--- src/rtl/clock_set_ctrl.sv ---
// clock_set_ctrl: front-end controller for the digital clock core.
//
// Turns three debounced push-button pulses into the core's run enable and
// time/alarm load interface. It also owns the buzzer, which is started by a
// rising edge of the core's alarm output and stopped by timeout, snooze or
// dismiss.
//
// Ports:
//   clock       in   system clock, rising-edge
//   reset       in   asynchronous active-low reset
//   btn_mode    in   pulse: advance edit state / dismiss a ringing alarm
//   btn_inc     in   pulse: increment the field being edited
//   btn_snooze  in   pulse: snooze a ringing alarm
//   alarm_en    in   level: 0 silences and blocks the alarm
//   alarm_in    in   level: alarm match from the clock core
//   enable      out  run enable to the core (0 while the time is edited)
//   r_m         out  one-cycle load strobe: 1 = r_time is the new current time
//   r_time      out  BCD hh:mm, 12-hour format
//   am_sel      out  AM flag accompanying r_time
//   edit_state  out  0 RUN, 1 T_HR, 2 T_MIN, 3 A_HR, 4 A_MIN
//   buzzer      out  alarm sounder drive
module clock_set_ctrl #(
    parameter int unsigned CLK_DIV     = 2,
    parameter int unsigned RING_SECS   = 60,
    parameter int unsigned SNOOZE_SECS = 300
) (
    input  logic        clock,
    input  logic        reset,
    input  logic        btn_mode,
    input  logic        btn_inc,
    input  logic        btn_snooze,
    input  logic        alarm_en,
    input  logic        alarm_in,
    output logic        enable,
    output logic        r_m,
    output logic [15:0] r_time,
    output logic        am_sel,
    output logic [2:0]  edit_state,
    output logic        buzzer
);

    localparam int unsigned PRE_W    = (CLK_DIV > 1) ? $clog2(CLK_DIV) : 1;
    localparam int unsigned MAX_SECS = (RING_SECS > SNOOZE_SECS) ? RING_SECS : SNOOZE_SECS;
    localparam int unsigned SEC_W    = (MAX_SECS > 1) ? $clog2(MAX_SECS) : 1;

    localparam logic [PRE_W-1:0] PRE_LAST    = PRE_W'(CLK_DIV - 1);
    localparam logic [SEC_W-1:0] RING_LAST   = SEC_W'(RING_SECS - 1);
    localparam logic [SEC_W-1:0] SNOOZE_LAST = SEC_W'(SNOOZE_SECS - 1);

    typedef enum logic [2:0] {
        StRun  = 3'd0,
        StTHr  = 3'd1,
        StTMin = 3'd2,
        StAHr  = 3'd3,
        StAMin = 3'd4
    } edit_e;

    typedef enum logic [1:0] {
        RingQuiet  = 2'd0,
        RingOn     = 2'd1,
        RingSnooze = 2'd2
    } ring_e;

    // 12-hour BCD hour increment, 12 wraps to 01.
    function automatic logic [7:0] hr_inc(input logic [7:0] hr);
        logic [7:0] r;
        if (hr == 8'h12) begin
            r = 8'h01;
        end else if (hr[3:0] == 4'd9) begin
            r = 8'h10;
        end else begin
            r = {hr[7:4], hr[3:0] + 4'd1};
        end
        return r;
    endfunction

    // BCD minute increment, 59 wraps to 00 without carrying into hours.
    function automatic logic [7:0] min_inc(input logic [7:0] mn);
        logic [7:0] r;
        if (mn == 8'h59) begin
            r = 8'h00;
        end else if (mn[3:0] == 4'd9) begin
            r = {mn[7:4] + 4'd1, 4'd0};
        end else begin
            r = {mn[7:4], mn[3:0] + 4'd1};
        end
        return r;
    endfunction

    edit_e            edit_q, edit_d;
    ring_e            ring_q, ring_d;
    logic [PRE_W-1:0] pre_q, pre_d;
    logic [SEC_W-1:0] sec_q, sec_d;
    logic [7:0]       t_hr_q, t_hr_d, t_min_q, t_min_d;
    logic [7:0]       a_hr_q, a_hr_d, a_min_q, a_min_d;
    logic             t_am_q, t_am_d, a_am_q, a_am_d;
    logic             r_m_q, r_m_d;
    logic             alarm_q;

    logic tick;
    logic alarm_rise;
    logic dismiss;
    logic mode_adv;
    logic inc_ok;
    logic show_time;

    // Prescaler and ring FSM.
    always_comb begin
        tick       = (pre_q == PRE_LAST);
        pre_d      = tick ? '0 : pre_q + 1'b1;
        alarm_rise = alarm_in & ~alarm_q;
        ring_d     = ring_q;
        sec_d      = sec_q;
        dismiss    = 1'b0;

        if (!alarm_en) begin
            ring_d = RingQuiet;
            sec_d  = '0;
        end else begin
            case (ring_q)
                RingQuiet: begin
                    sec_d = '0;
                    // Never start ringing while the user is editing.
                    if (alarm_rise && (edit_q == StRun)) begin
                        ring_d = RingOn;
                    end
                end
                RingOn: begin
                    if (btn_mode) begin
                        ring_d  = RingQuiet;
                        dismiss = 1'b1;
                        sec_d   = '0;
                    end else if (btn_snooze) begin
                        ring_d = RingSnooze;
                        sec_d  = '0;
                    end else if (tick) begin
                        if (sec_q == RING_LAST) begin
                            ring_d = RingQuiet;
                            sec_d  = '0;
                        end else begin
                            sec_d = sec_q + 1'b1;
                        end
                    end
                end
                RingSnooze: begin
                    if (tick) begin
                        if (sec_q == SNOOZE_LAST) begin
                            ring_d = RingOn;
                            sec_d  = '0;
                        end else begin
                            sec_d = sec_q + 1'b1;
                        end
                    end
                end
                default: begin
                    ring_d = RingQuiet;
                    sec_d  = '0;
                end
            endcase
        end
    end

    // Edit FSM and shadow registers.
    always_comb begin
        // A dismissing btn_mode is consumed by the ring FSM.
        mode_adv = btn_mode & ~dismiss;
        inc_ok   = btn_inc & ~btn_mode;
        edit_d   = edit_q;
        t_hr_d   = t_hr_q;
        t_min_d  = t_min_q;
        t_am_d   = t_am_q;
        a_hr_d   = a_hr_q;
        a_min_d  = a_min_q;
        a_am_d   = a_am_q;
        r_m_d    = 1'b0;

        if (mode_adv) begin
            r_m_d = (edit_q == StTMin);
            case (edit_q)
                StRun:   edit_d = StTHr;
                StTHr:   edit_d = StTMin;
                StTMin:  edit_d = StAHr;
                StAHr:   edit_d = StAMin;
                StAMin:  edit_d = StRun;
                default: edit_d = StRun;
            endcase
        end else if (inc_ok) begin
            case (edit_q)
                StTHr: begin
                    t_hr_d = hr_inc(t_hr_q);
                    if (t_hr_q == 8'h11) t_am_d = ~t_am_q;
                end
                StTMin: t_min_d = min_inc(t_min_q);
                StAHr: begin
                    a_hr_d = hr_inc(a_hr_q);
                    if (a_hr_q == 8'h11) a_am_d = ~a_am_q;
                end
                StAMin: a_min_d = min_inc(a_min_q);
                default: begin
                end
            endcase
        end
    end

    always_ff @(posedge clock or negedge reset) begin
        if (!reset) begin
            edit_q  <= StRun;
            ring_q  <= RingQuiet;
            pre_q   <= '0;
            sec_q   <= '0;
            t_hr_q  <= 8'h12;
            t_min_q <= 8'h00;
            t_am_q  <= 1'b1;
            a_hr_q  <= 8'h06;
            a_min_q <= 8'h00;
            a_am_q  <= 1'b1;
            r_m_q   <= 1'b0;
            alarm_q <= 1'b0;
        end else begin
            edit_q  <= edit_d;
            ring_q  <= ring_d;
            pre_q   <= pre_d;
            sec_q   <= sec_d;
            t_hr_q  <= t_hr_d;
            t_min_q <= t_min_d;
            t_am_q  <= t_am_d;
            a_hr_q  <= a_hr_d;
            a_min_q <= a_min_d;
            a_am_q  <= a_am_d;
            r_m_q   <= r_m_d;
            alarm_q <= alarm_in;
        end
    end

    // The load cycle lands in A_HR but must still present the edited time.
    always_comb begin
        show_time  = r_m_q || (edit_q == StTHr) || (edit_q == StTMin);
        enable     = !((edit_q == StTHr) || (edit_q == StTMin));
        r_m        = r_m_q;
        r_time     = show_time ? {t_hr_q, t_min_q} : {a_hr_q, a_min_q};
        am_sel     = show_time ? t_am_q : a_am_q;
        edit_state = edit_q;
        buzzer     = (ring_q == RingOn);
    end

endmodule

--- config.mk ---
export PLATFORM = sky130hd
export DESIGN_NAME = clock_set_ctrl
export DESIGN_NICKNAME = d
export VERILOG_FILES = /design/src/rtl/clock_set_ctrl.sv
export SDC_FILE = /design/constraint.sdc
export NUM_CORES = 1
export LEC_CHECK = 0
export ABC_AREA = 1
export BUFFER_PORTS_ARGS = -buffer_cell sky130_fd_sc_hd__buf_2
export CELL_PAD_IN_SITES_DETAIL_PLACEMENT = 1
export CELL_PAD_IN_SITES_GLOBAL_PLACEMENT = 2
export CORE_MARGIN = 2
export CORE_UTILIZATION = 35
export CTS_CLUSTER_DIAMETER = 30
export DETAILED_ROUTE_END_ITERATION = 10
export PLACE_DENSITY_LB_ADDON = 0.1
export SYNTH_ARGS = -nofsm -noshare
export SYNTH_HDL_FRONTEND = slang
export SYNTH_SLANG_ARGS = --single-unit
--- constraint.sdc ---
create_clock -name clock -period 2.7 [get_ports clock]
set_input_delay 0.135 -clock clock [delete_from_list [all_inputs] [get_ports clock]]
set_output_delay 0.135 -clock clock [all_outputs]
set_load 0.02 [all_outputs]
==> summary.md <==
| Metric | Value |
|---|---|
| Status | completed |
| CTS max path bufs | 2 |
| Core area | 7650 um^2 |
| Internal power | around 1.6 mW |
| Register area share after synthesis | 0.416 |
| Final core occ | 0.398 |
| FP Rows | 32 |
| Wire per inst | 12.5 um |
| Syn Std Cell Area | between 2000 and 3000 um^2 |
| Pin count of the biggest net entering global routing | 44 |
| Worst EP arrival | between 1.5 and 2 ns |
| Area of the die | 8500 um^2 |
| Total Power | 2.94 mW |
| Crit path cell chain | inv_1 -> nand3_2 -> nand2_2 -> or2_1 -> buf_4 -> nand2_1 -> o21ai_2 -> buf_2 |
| Synth-to-Final Area Change | 11.7% |
| Final ANT Viol Nets | 0 |
| Worst Tran Pin Value | 1.02 ns |
| Synth warn | 0 |
| Root buf cell | clkbuf_8 |
| Detailed-route DRC error count | 0 |
| CTS Buf Count | 5 |
| DRT Wirelength | 5.98 mm |
| Pleak | 1.51 nW |
| Reg2Reg Setup Slack | 0.98 ns |
| Final Hold Vio Count | 0 |
| Nets | around 400 |
| Vias in the first global route | 2373 |
| Rel. slew slack | 0.319 |
| Final Cycle Share | 0.738 |
| Height of the die | 92.2 um |
| IO Port Bufs | 26 |
| Drt first pass iters | 5 |
| Max incr delay on CP | 0.42 ns |
| Max rail drop VDD | 0.411 mV |
| Most frequent cells in the layout | 72 x nand2_1, 52 x inv_1, 39 x dfrtp_1 |
| RSZ-0062 raised after global routing | no |
| Area of the multi-input gates | around 1300 um^2 |
| Final setup fails | 0 |
| GP Congestion | about 0.72 |
| Clock-pin slew on the worst setup and hold paths | around 0.09 ns |
| Post-synth cell types | 33 |
| Antenna diodes | 0 |
| Sink Count | 45 |
| Die Width | ~90 um |
| # Post-CTS Setup Buffers | 0 |
| Psw | 1.38 mW |
| First-pass GRT wire length | 10.8 mm |
| Layout cells sized above 1 | 0.183 |
| Pins over their slew limit | 0 |
| Buffers and inverters on the worst path | 3 |
| Worst Setup End Kind | primary output |
| Max Fclk | 502 MHz |
| Gr ovfl total | 0 |
| Switching Fraction | 0.468 |
| Final Worst Setup Slack | 0.706 ns |
| Post-synthesis average cell area | 7.85 um^2 |
| Hold-fix buffers, CTS | 1 |
| Period minus WS final | 1.99 ns |
| CP delay by family, top | buffers and inverters |
| Antenna violations before repair | 0 |
| Combinational Power Share | 0.496 |
| Sequential Area | 1130 um^2 |
| Place WS | a little under 1 ns |
| Avg Vias per Cell | around 4.7 |
| Worst hold slack | 0.00382 ns |
| Startpoint types | flip-flop |
| Initial cell density of the core | 0.356 |
| Clock Latency Late Sink | 0.30 ns |
| Final setup TNS | 0 ns |
| Post-CTS sizing | 0 |
| Commonest non-fill, non-tap cell in the layout | nand2_1 |
| DP HPWL | ~4.5 mm |
| Power share of the clock group | 0.160 |
| Worst Path Required | 2.57 ns |
| Setup CP Type | flip-flop to primary output |
| Routed vias | 2258 |
| CP max FO | 28 |
| Htree depth | 2 |
| Post-Syn Instances | between 300 and 400 |
| GR Util All Layers | 0.157 |
| CTS tree | yes |
| Ports | 30 |
| Seq pwr share | 0.344 |
| CP max stage cell | dfrtp_1 |
| Pwr per Cell Area | around 970 nW/um^2 |
| Fill cells | 965 |
| Starting DRC count in detailed routing | 80 |
| Synthesized flop and latch total | between 40 and 50 |
| Max Cap Viol | 0 |
| Worst min path class | input pin to async pin |
| Skew final | 0.00511 ns |
-- cell type report --
cell class / instances / share of cell area
clock buffers: 7 / 0.0317
clock inverters: 1 / 0.00165
inverters: 54 / 0.0666
multi-input cells: 242 / 0.434
flip-flops and latches: 45 / 0.373
well taps: 102 / 0.0420
repair buffers: 29 / 0.0510
-- synthesized netlist by cell type --
cell type / n / area, um^2
a21oi_1: 13 / 65.1
clkbuf_1: 1 / 3.75
dfstp_2: 6 / 158
o21a_1: 2 / 15.0
nand2_2: 5 / 31.3
buf_8: 2 / 30.0
nor3_1: 5 / 25.0
o31ai_1: 2 / 15.0
nand4_1: 2 / 12.5
inv_1: 52 / 195
buf_6: 1 / 11.3
o21ai_2: 14 / 123
buf_4: 3 / 22.5
nor3b_1: 3 / 22.5
o21ai_0: 21 / 105
nand2_1: 72 / 270
and2_1: 1 / 6.26
xor2_1: 7 / 61.3
nor2_4: 2 / 22.5
a31oi_1: 2 / 12.5
conb_1: 1 / 3.75
buf_2: 1 / 5.00
nand3_1: 32 / 160
a21boi_0: 1 / 7.51
inv_2: 2 / 7.51
nor2_1: 34 / 128
or2_1: 1 / 6.26
nor3_2: 1 / 10.0
nand3_2: 3 / 30.0
ha_1: 13 / 163
o22ai_1: 2 / 12.5
nor4_1: 1 / 6.26
dfrtp_1: 39 / 976
-- power groups by stage --
stage,Combinational (mW),Sequential (mW),Clock [mW]
4_1_cts,1.49,1.01,0.500
5_1_grt,1.65,1.05,0.531
2_1_floorplan,1.17,1.01,0
3_5_place_dp,1.49,1.03,0
6_report,1.46,1.01,0.471
3_3_place_gp,1.48,1.02,0
-- final timing paths --
check	depth (start not counted)	startpoint	to
worst max-delay path	8	edit_state[1]	r_time[9]
worst min-delay path	1	reset	a_min_q[4]
worst max register to register	8	ring_q[1]	sec_q[5]
worst min register to register	1	pre_q	pre_q
max in group asynchronous	2	reset	a_am_q
min in group clock	4	btn_mode	ring_q[1]
-- logic make-up (layout without fill, tap and decap cells) --
kind of cell | after synthesis | after routing | synth area share
adders and majority gates | 13 | 13 | 0.0597
DFF | 45 | 45 | 0.416
other | 1 | 3 | 0.00138
AOI/OAI and AO/OA | 57 | 57 | 0.131
buffers and inverters | 62 | 91 | 0.101
and+or+nand+nor | 162 | 162 | 0.268
xor gates and xnor gates | 7 | 7 | 0.0225
-- worst register-to-register path, stage by stage (launching register included) --
cell and delay [ns]:
dfrtp_1 0.42, inv_1 0.09, ha_1 0.18, nand3_1 0.13
nand2_1 0.11, nand3_2 0.27, nand2_1 0.19, nor2_1 0.05
o21a_1 0.16
-- per-stage QoR --
step,area (um^2),std cells
3_3_place_gp,2930,471
5_1_grt,3040,480
6_report,3040,480
4_1_cts,3040,480
2_1_floorplan,2730,349
3_5_place_dp,2930,471
-- registers in the layout, summed over array words and instances (netlist names) --
signal and flops:
t_min_q 8, pre_q 1, a_am_q 1, ring_q 2, t_am_q 1, sec_q 9, t_hr_q 5, a_min_q 8
edit_state 3, r_m 1, alarm_q 1, a_hr_q 5
-- layer usage --
| metal | GRT usage | vias up | wire (um) |
|---|---|---|---|
| li1 | - | 1159 | - |
| met1 | 0.205 | 1070 | 2870 |
| met2 | 0.267 | 24 | 2880 |
| met3 | 0.0320 | 5 | 162 |
| met4 | 0.0373 | 0 | 65 |
| met5 | 0 | - | 0 |
Power figures use the tool's default switching activity.
